## config.mk

```make
export PLATFORM = sky130hd
export DESIGN_NAME = mmul_stream_feeder_flat
export DESIGN_NICKNAME = d
export VERILOG_FILES = /design/src/rtl/mmul_stream_feeder_pkg.sv /design/src/rtl/mmul_stream_feeder_if.sv /design/src/rtl/mmul_row_regfile.sv /design/src/rtl/mmul_stream_feeder.sv /design/src/flat_wrapper.sv
export SDC_FILE = /design/constraint.sdc
export NUM_CORES = 1
export LEC_CHECK = 0
export ABC_CLOCK_PERIOD_IN_PS = 9380
export BUFFER_PORTS_ARGS = -buffer_cell sky130_fd_sc_hd__buf_4
export CAP_MARGIN = 40
export CORE_ASPECT_RATIO = 1.75
export CORE_MARGIN = 10
export CORE_UTILIZATION = 60
export DETAILED_ROUTE_END_ITERATION = 10
export HOLD_SLACK_MARGIN = 0.1
export PLACE_DENSITY_LB_ADDON = 0.3
export SETUP_SLACK_MARGIN = 0.2
export SLEW_MARGIN = 25
export SYNTH_ARGS = -nofsm -noshare
export SYNTH_HDL_FRONTEND = slang
export SYNTH_SLANG_ARGS = --single-unit
export TNS_END_PERCENT = 100
```

## constraint.sdc

```tcl
create_clock -name clk -period 9.38 [get_ports clk]
set_input_delay 1.876 -clock clk [delete_from_list [all_inputs] [get_ports clk]]
set_output_delay 1.876 -clock clk [all_outputs]
set_load 0.01 [all_outputs]
```

## src/rtl/mmul_stream_feeder_pkg.sv

```systemverilog
`default_nettype none
// ---------------------------------------------------------------------------
// Module   : mmul_stream_feeder_pkg
// Purpose  : Shared phase encoding, default row geometry and sizing helpers
//            for the systolic-array stream feeder.
// Revision : 1.0 - initial release
// ---------------------------------------------------------------------------
package mmul_stream_feeder_pkg;

   // Job phase; also the FSM state of the feeder.
   typedef enum logic [2:0] {
      PH_IDLE   = 3'd0,
      PH_WEIGHT = 3'd1,
      PH_ACT    = 3'd2,
      PH_FLUSH  = 3'd3,
      PH_DONE   = 3'd4
   } phase_t;

   localparam int C_N          = 4;
   localparam int C_DATA_WIDTH = 8;
   localparam int C_ROW_W      = C_N * C_DATA_WIDTH;

   // Address width for a memory of 'depth' entries, never below one bit.
   function automatic int addr_w(input int depth);
      return (depth <= 2) ? 1 : $clog2(depth);
   endfunction

   function automatic int max3(input int a, input int b, input int c);
      int m;
      m = (a > b) ? a : b;
      return (m > c) ? m : c;
   endfunction

endpackage
`default_nettype wire

```

## src/rtl/mmul_stream_feeder_if.sv

```systemverilog
`default_nettype none
// ---------------------------------------------------------------------------
// Module   : mmul_stream_feeder_if
// Purpose  : Row-beat AXI-Stream link from the feeder to the array input.
// Revision : 1.0 - initial release
// ---------------------------------------------------------------------------
interface mmul_stream_feeder_if
   import mmul_stream_feeder_pkg::*;
#(
   parameter int ROW_W = C_ROW_W
) ();
   logic [ROW_W-1:0] tdata;
   logic             tvalid;
   logic             tready;
   logic             tuser;

   modport master (output tdata, output tvalid, output tuser, input tready);
   modport slave  (input tdata, input tvalid, input tuser, output tready);
endinterface
`default_nettype wire

```

## src/rtl/mmul_row_regfile.sv

```systemverilog
`default_nettype none
// ---------------------------------------------------------------------------
// Module   : mmul_row_regfile
// Purpose  : Row register file, synchronous write, combinational read.
//            Contents are deliberately not reset.
// Revision : 1.0 - initial release
// ---------------------------------------------------------------------------
module mmul_row_regfile
   import mmul_stream_feeder_pkg::*;
#(
   parameter int DEPTH = 4,
   parameter int ROW_W = 32
) (
   input  wire logic                     clk,
   input  wire logic                     we,
   input  wire logic [addr_w(DEPTH)-1:0] waddr,
   input  wire logic [ROW_W-1:0]         wdata,
   input  wire logic [addr_w(DEPTH)-1:0] raddr,
   output      logic [ROW_W-1:0]         rdata
);
   logic [ROW_W-1:0] mem_q [DEPTH];

   // Row write; callers guarantee waddr is in range.
   always_ff @(posedge clk) begin
      if (we) begin
         mem_q[waddr] <= wdata;
      end
   end

   assign rdata = mem_q[raddr];
endmodule
`default_nettype wire

```

## src/rtl/mmul_stream_feeder.sv

```systemverilog
`default_nettype none
// ---------------------------------------------------------------------------
// Module   : mmul_stream_feeder
// Purpose  : Streams weight rows (optional, N-1 down to 0), activation rows
//            and zero flush rows into the systolic array over AXI-Stream.
// Revision : 1.0 - initial release
// ---------------------------------------------------------------------------
module mmul_stream_feeder
   import mmul_stream_feeder_pkg::*;
#(
   parameter int N          = 4,
   parameter int DATA_WIDTH = 8,
   parameter int DEPTH      = 16,
   parameter int FLUSH      = 2 * N + 1
) (
   input  wire logic                       clk,
   input  wire logic                       reset,
   input  wire logic                       wr_en,
   input  wire logic                       wr_sel,
   input  wire logic [addr_w(DEPTH)-1:0]   wr_addr,
   input  wire logic [N*DATA_WIDTH-1:0]    wr_data,
   input  wire logic                       start,
   input  wire logic                       reload_w,
   input  wire logic [addr_w(DEPTH):0]     num_rows,
   mmul_stream_feeder_if.master            m_axis,
   output      logic                       load_weight,
   output      logic                       busy,
   output      logic                       done
);
   localparam int ROW_W = N * DATA_WIDTH;
   localparam int AW    = addr_w(DEPTH);
   localparam int WAW   = addr_w(N);
   localparam int RW    = AW + 1;
   localparam int CW    = $clog2(max3(N, DEPTH, FLUSH) + 1);

   phase_t           state_q, state_d, ph, next_ph;
   logic [CW-1:0]    cnt_q, cnt_d, cnt, total;
   logic [RW-1:0]    rows_q, rows_d, rows, rows_in;
   logic [ROW_W-1:0] tdata_q, tdata_d, beat_data;
   logic             tvalid_q, tvalid_d;
   logic             tuser_q, tuser_d;
   logic             lw_q, lw_d;
   logic             is_final, has_beat, load, accept;

   logic             w_we, a_we;
   logic [WAW-1:0]   w_raddr;
   logic [AW-1:0]    a_raddr;
   logic [ROW_W-1:0] w_rdata, a_rdata;

   // Host writes are dropped while a job runs or when out of range.
   assign w_we = wr_en && !busy &&  wr_sel && (int'(wr_addr) < N);
   assign a_we = wr_en && !busy && !wr_sel && (int'(wr_addr) < DEPTH);

   mmul_row_regfile #(.DEPTH(N), .ROW_W(ROW_W)) u_wmem (
      .clk   (clk),
      .we    (w_we),
      .waddr (WAW'(wr_addr)),
      .wdata (wr_data),
      .raddr (w_raddr),
      .rdata (w_rdata)
   );

   mmul_row_regfile #(.DEPTH(DEPTH), .ROW_W(ROW_W)) u_amem (
      .clk   (clk),
      .we    (a_we),
      .waddr (wr_addr),
      .wdata (wr_data),
      .raddr (a_raddr),
      .rdata (a_rdata)
   );

   // Weights go out last row first; activations in ascending order.
   assign w_raddr = WAW'(CW'(N - 1) - cnt);
   assign a_raddr = AW'(cnt);

   // Phase sequencing and next-beat selection. A start in IDLE is folded
   // into the current phase so the first beat loads in the accept cycle.
   always_comb begin
      rows_in  = (int'(num_rows) > DEPTH) ? RW'(DEPTH) : num_rows;
      ph       = state_q;
      cnt      = cnt_q;
      rows     = rows_q;
      if (state_q == PH_IDLE && start) begin
         cnt  = '0;
         rows = rows_in;
         if (reload_w)          ph = PH_WEIGHT;
         else if (rows_in != 0) ph = PH_ACT;
         else                   ph = PH_DONE;
      end

      total     = '0;
      next_ph   = PH_DONE;
      is_final  = 1'b0;
      beat_data = '0;
      case (ph)
         PH_WEIGHT: begin
            total     = CW'(N);
            next_ph   = PH_ACT;
            is_final  = (rows == 0);
            beat_data = w_rdata;
         end
         PH_ACT: begin
            total     = CW'(rows);
            next_ph   = PH_FLUSH;
            is_final  = (FLUSH == 0);
            beat_data = a_rdata;
         end
         PH_FLUSH: begin
            total     = CW'(FLUSH);
            is_final  = 1'b1;
         end
         default: ;
      endcase

      has_beat = (ph == PH_WEIGHT || ph == PH_ACT || ph == PH_FLUSH) && (cnt < total);
      accept   = tvalid_q && m_axis.tready;
      load     = has_beat && (!tvalid_q || m_axis.tready);

      state_d  = ph;
      cnt_d    = cnt;
      rows_d   = rows;
      tdata_d  = tdata_q;
      tvalid_d = tvalid_q;
      tuser_d  = tuser_q;
      lw_d     = lw_q;

      if (state_q == PH_DONE) begin
         state_d = PH_IDLE;
      end

      if (load) begin
         tdata_d  = beat_data;
         tvalid_d = 1'b1;
         tuser_d  = (ph == PH_FLUSH);
         lw_d     = (ph == PH_WEIGHT);
         cnt_d    = cnt + CW'(1);
         if ((cnt + CW'(1)) == total && !is_final) begin
            state_d = next_ph;
            cnt_d   = '0;
         end
      end else if (accept) begin
         tvalid_d = 1'b0;
         tuser_d  = 1'b0;
         lw_d     = 1'b0;
      end

      // Last beat of the job accepted: finish together with the handshake.
      if (is_final && (ph != PH_DONE) && (ph != PH_IDLE) && cnt == total && accept) begin
         state_d = PH_DONE;
      end
   end

   // State, counters and the single output register stage.
   always_ff @(posedge clk or negedge reset) begin
      if (!reset) begin
         state_q  <= PH_IDLE;
         cnt_q    <= '0;
         rows_q   <= '0;
         tdata_q  <= '0;
         tvalid_q <= 1'b0;
         tuser_q  <= 1'b0;
         lw_q     <= 1'b0;
      end else begin
         state_q  <= state_d;
         cnt_q    <= cnt_d;
         rows_q   <= rows_d;
         tdata_q  <= tdata_d;
         tvalid_q <= tvalid_d;
         tuser_q  <= tuser_d;
         lw_q     <= lw_d;
      end
   end

   assign m_axis.tdata  = tdata_q;
   assign m_axis.tvalid = tvalid_q;
   assign m_axis.tuser  = tuser_q;
   assign load_weight   = lw_q;
   assign busy          = (state_q != PH_IDLE);
   assign done          = (state_q == PH_DONE);
endmodule
`default_nettype wire

```

## src/flat_wrapper.sv

```systemverilog
// flat-port wrapper written by rule: the top's interface ports become plain ports
module mmul_stream_feeder_flat import mmul_stream_feeder_pkg::*;
#(
   parameter int N          = 4,
   parameter int DATA_WIDTH = 8,
   parameter int DEPTH      = 16,
   parameter int FLUSH      = 2 * N + 1
)
  (clk, reset, wr_en, wr_sel, wr_addr, wr_data, start, reload_w, num_rows, load_weight, busy, done, m_axis_tdata, m_axis_tvalid, m_axis_tuser, m_axis_tready);
  mmul_stream_feeder_if #(.ROW_W((N * (8)))) m_axis_i ();
  input  wire logic clk;
  input  wire logic reset;
  input  wire logic wr_en;
  input  wire logic wr_sel;
  input  wire logic [addr_w(DEPTH)-1:0] wr_addr;
  input  wire logic [N*DATA_WIDTH-1:0] wr_data;
  input  wire logic start;
  input  wire logic reload_w;
  input  wire logic [addr_w(DEPTH):0] num_rows;
  output      logic load_weight;
  output      logic busy;
  output      logic done;
  output wire logic [$bits(m_axis_i.tdata)-1:0] m_axis_tdata;
  output wire logic [$bits(m_axis_i.tvalid)-1:0] m_axis_tvalid;
  output wire logic [$bits(m_axis_i.tuser)-1:0] m_axis_tuser;
  input wire logic [$bits(m_axis_i.tready)-1:0] m_axis_tready;
  assign m_axis_tdata = m_axis_i.tdata;
  assign m_axis_tvalid = m_axis_i.tvalid;
  assign m_axis_tuser = m_axis_i.tuser;
  assign m_axis_i.tready = m_axis_tready;
  mmul_stream_feeder #(.N(N), .DATA_WIDTH(DATA_WIDTH), .DEPTH(DEPTH), .FLUSH(FLUSH)) u_core (.clk(clk), .reset(reset), .wr_en(wr_en), .wr_sel(wr_sel), .wr_addr(wr_addr), .wr_data(wr_data), .start(start), .reload_w(reload_w), .num_rows(num_rows), .m_axis(m_axis_i), .load_weight(load_weight), .busy(busy), .done(done));
endmodule
```

==> summary.txt <==
Status - complete, no violations
Resized Gates After CTS - 0
Asr flop ratio synth - 6.98%
PwrDens - 274 nW/um^2
WL met3 - 4700 um
Maximum buffer depth of the clock tree - 3
Antenna Nets Post-Route - 0
First-pass GRT wire length - 100,000 um
I/O Buffers - 84
GRT Total Usage - 23.6%
Final Critical Period - 5.63 ns
Post-CTS Setup Bufs - 0
RD Place Congestion - 0.828
Core area - 45,900 um^2
Reg-to-Reg Start - u_core.state_q[0]
Max-slew violation count - 0
Crit-path max cell delay - 0.62 ns
Slew margin rel. - 36.7%
Synth cell types - 63
Worst R2R Path Depth - 12
CTS tree - built
Clk pin slew, worst setup/hold paths - 0.07 ns
Worst Hold Endpoint - u_core.m_axis.tdata[25]
CP Capture Type - register
Clock Skew - 0.0162 ns
Setup TNS - 0 ns
RSZ-0062 raised after global routing - no
Worst skew pair latency - 0.60 ns
I/O pin cnt - 85
CTS buffer count - 58
Power, Total - 8.53 mW
DRC - 0
Router iterations before antenna repair - 5
Peak Freq - 178 MHz
Worst setup SP type - primary input
Reg-to-reg slack, setup - 4.50 ns
# diodes - 0
GRT overflow - 0
H-tree depth - 2
Worst Hold Launch - u_core.m_axis.tdata[25]
Largest net degree at the start of global routing - 178
Vias in the first global route - 16.4k
Die Ht - 305 um
Mapped cell area - 27,800 um^2
Post-Synth Adder-Cell Area - 0.271%
Slowest CP cell - or4b_4
Commonest non-fill, non-tap cell in the layout - edfxtp_1
Worst r2r dst - u_core.cnt_q[4]
Die area - 55,600 um^2
Seq/Total Area, Yosys - 73.6%
Worst VDD drop - 0.409 mV
Syn. warnings - 0
Clock root buffer - clkbuf_16
Share of layout cells above drive strength 1 - 14.2%
Final setup fails - 0
Synth top area share - 69.2%
Crit Path Class - in2reg
Synth Flop Type - edfxtp_1
Final Hold Viols - 0
Synth area leader - edfxtp_1
Starting Density - 60.4%
Via count - 16.3k
Via-to-Cell Ratio - 6.63
Hold Crit Depth - 2
Hold Crit Class - reg2reg
Initial antenna violation count - 3
Drt total wl - 67,200 um
Final HPWL DP - 36,600 um
Crit-path most repeated cell - o21a_1
Least-Margin Pin Slew - 0.950 ns
Net count after synthesis - 1,819
Synthesis-to-finish area growth - 12.1%
DRT iter0 DRCs - 1,824
Commonest non-fill, non-tap cells in the layout - edfxtp_1 (640), mux2i_1 (192), nand2_1 (119), buf_4 (115), a211oi_1 (95)
Max layer used - met5
Number of nets in the layout - 1,876
Setup WS pre-CTS - 2.99 ns
Wire length on met1 - 25,000 um
Post-synthesis register bit count - 688
Number of synthesized flops with an enable pin - 640
Max cap viols - 0
Compound-gate portion of the synthesized area - 9.69%
Largest family of logic cells by synthesized area - compound AO/OA/AOI/OAI gates
Worst setup margin - 3.75 ns
Simple-gate share of the synthesized area - 6.92%
CP max FO - 37
Post-cts hold buffer count - 0
Mux contribution to synthesized area - 7.24%
Chip width - 183 um
Arrival @ worst endpoint - 6.10 ns
XOR/XNOR share of the synthesized area - 0.126%
CP required - 9.86 ns
Cells after synthesis - 1,765
Wirelength per Cell - 27.4 um
Layout Utilization - 67.7%
Routed wl met2 - 35,300 um
Fill cells - 3,059
CP cell instances - buf_4, or4b_4, nand2_4, inv_2, ha_1, nor2b_1, o21a_1, o21a_1, o21ai_0, nand3_4, buf_12, nor3_2, o21ai_1
Std cell rows - 104
Largest cells by area after synthesis - edfxtp_1 (69%), mux2i_1 (6.9%), dfrtp_1 (4.3%)
CTS Sinks - 688
Fin crit share - 60.0%
P_leak - 10.3 nW
Syn avg cell area - 15.7 um^2
-- cells by family after synthesis --
logic type      Yosys count
fa+ha+maj                 6
xor+xnor                  4
flops                   688
mux                     199
simple gates            363
buf+inv                 138
compound gates          367
-- flip-flops by register name, indices dropped and copies added, names as in the netlist --
name / count
u_core.m_axis.tuser: 1
u_core.state_q: 3
u_core.load_weight: 1
u_core.m_axis.tdata: 32
u_core.rows_q: 5
u_core.u_amem.mem_q: 512
u_core.m_axis.tvalid: 1
u_core.cnt_q: 5
u_core.u_wmem.mem_q: 128
-- area by class of cell --
cell class,instances,area [um^2],area share [%]
Clock buffer,77,1600,5.16
Timing Repair Buffer,127,1100,3.54
Inverter,8,32.5,0.105
Tap cell,583,729,2.35
Multi-Input combinational cell,939,6920,22.2
Sequential cell,688,20400,65.7
Clock inverter,32,292,0.937
-- cells in the mapped netlist (all sizes together) (2+ instances only) --
cell type,n
a211oi,95
a21o,2
a21oi,14
a221o,62
a221oi,2
a311oi,31
a31oi,33
a41oi,2
and2,6
and3,2
buf,45
clkbuf,85
dfrtp,48
edfxtp,640
ha,6
inv,8
mux2,7
mux2i,192
nand2,123
nand2b,4
nand3,73
nand3b,5
nand4,3
nor2,27
nor2b,38
nor3,14
nor3b,62
o21a,3
o21ai,74
o221ai,2
o22ai,32
o31ai,2
o32ai,2
or2,2
xnor2,2
xor2,2
-- worst max-delay path: cells and delay by family --
kind                     cells  cell delay [ns]
AO/OA/AOI/OAI                4             0.89
adder cells (fa/ha/maj)      1             0.44
buffers and inverters        3             0.89
AND/OR/NAND/NOR              5             1.92
-- where the power goes --
part	switching [mW]	total (mW)	internal, mW
clock	1.05	2.40	1.34
combinational	1.63	2.57	0.950
sequential	0.114	3.56	3.44
total	2.79	8.53	5.73
-- through the flow --
step,std cells,hold WS [ns],instance area (um^2)
floorplan,1765,0.460,27800
global placement,2335,0.472,29000
detailed placement,2341,0.482,29100
CTS,2450,0.497,31000
global route,2454,0.516,31100
finish,2454,0.487,31100
-- worst max-delay path by stage --
stage          startpoint                          to  slack, ns  depth (start not counted)
5_1_grt             start             u_core.cnt_q[4]       3.54                         13
2_1_floorplan       wr_en  u_core.u_amem.mem_q[12][0]       4.44                          4
6_report            start             u_core.cnt_q[4]       3.75                         13
3_3_place_gp        start             u_core.cnt_q[4]       3.08                         12
4_1_cts             start             u_core.cnt_q[4]       3.60                         12
3_5_place_dp        start             u_core.cnt_q[4]       2.99                         12
-- metal layers --
metal	global-route usage (%)	vias to the layer above
met5	0	-
li1	-	7139
met1	29.4	8297
met4	8.73	6
met3	3.22	124
met2	41.2	704
(Power assumes the default switching activity.)
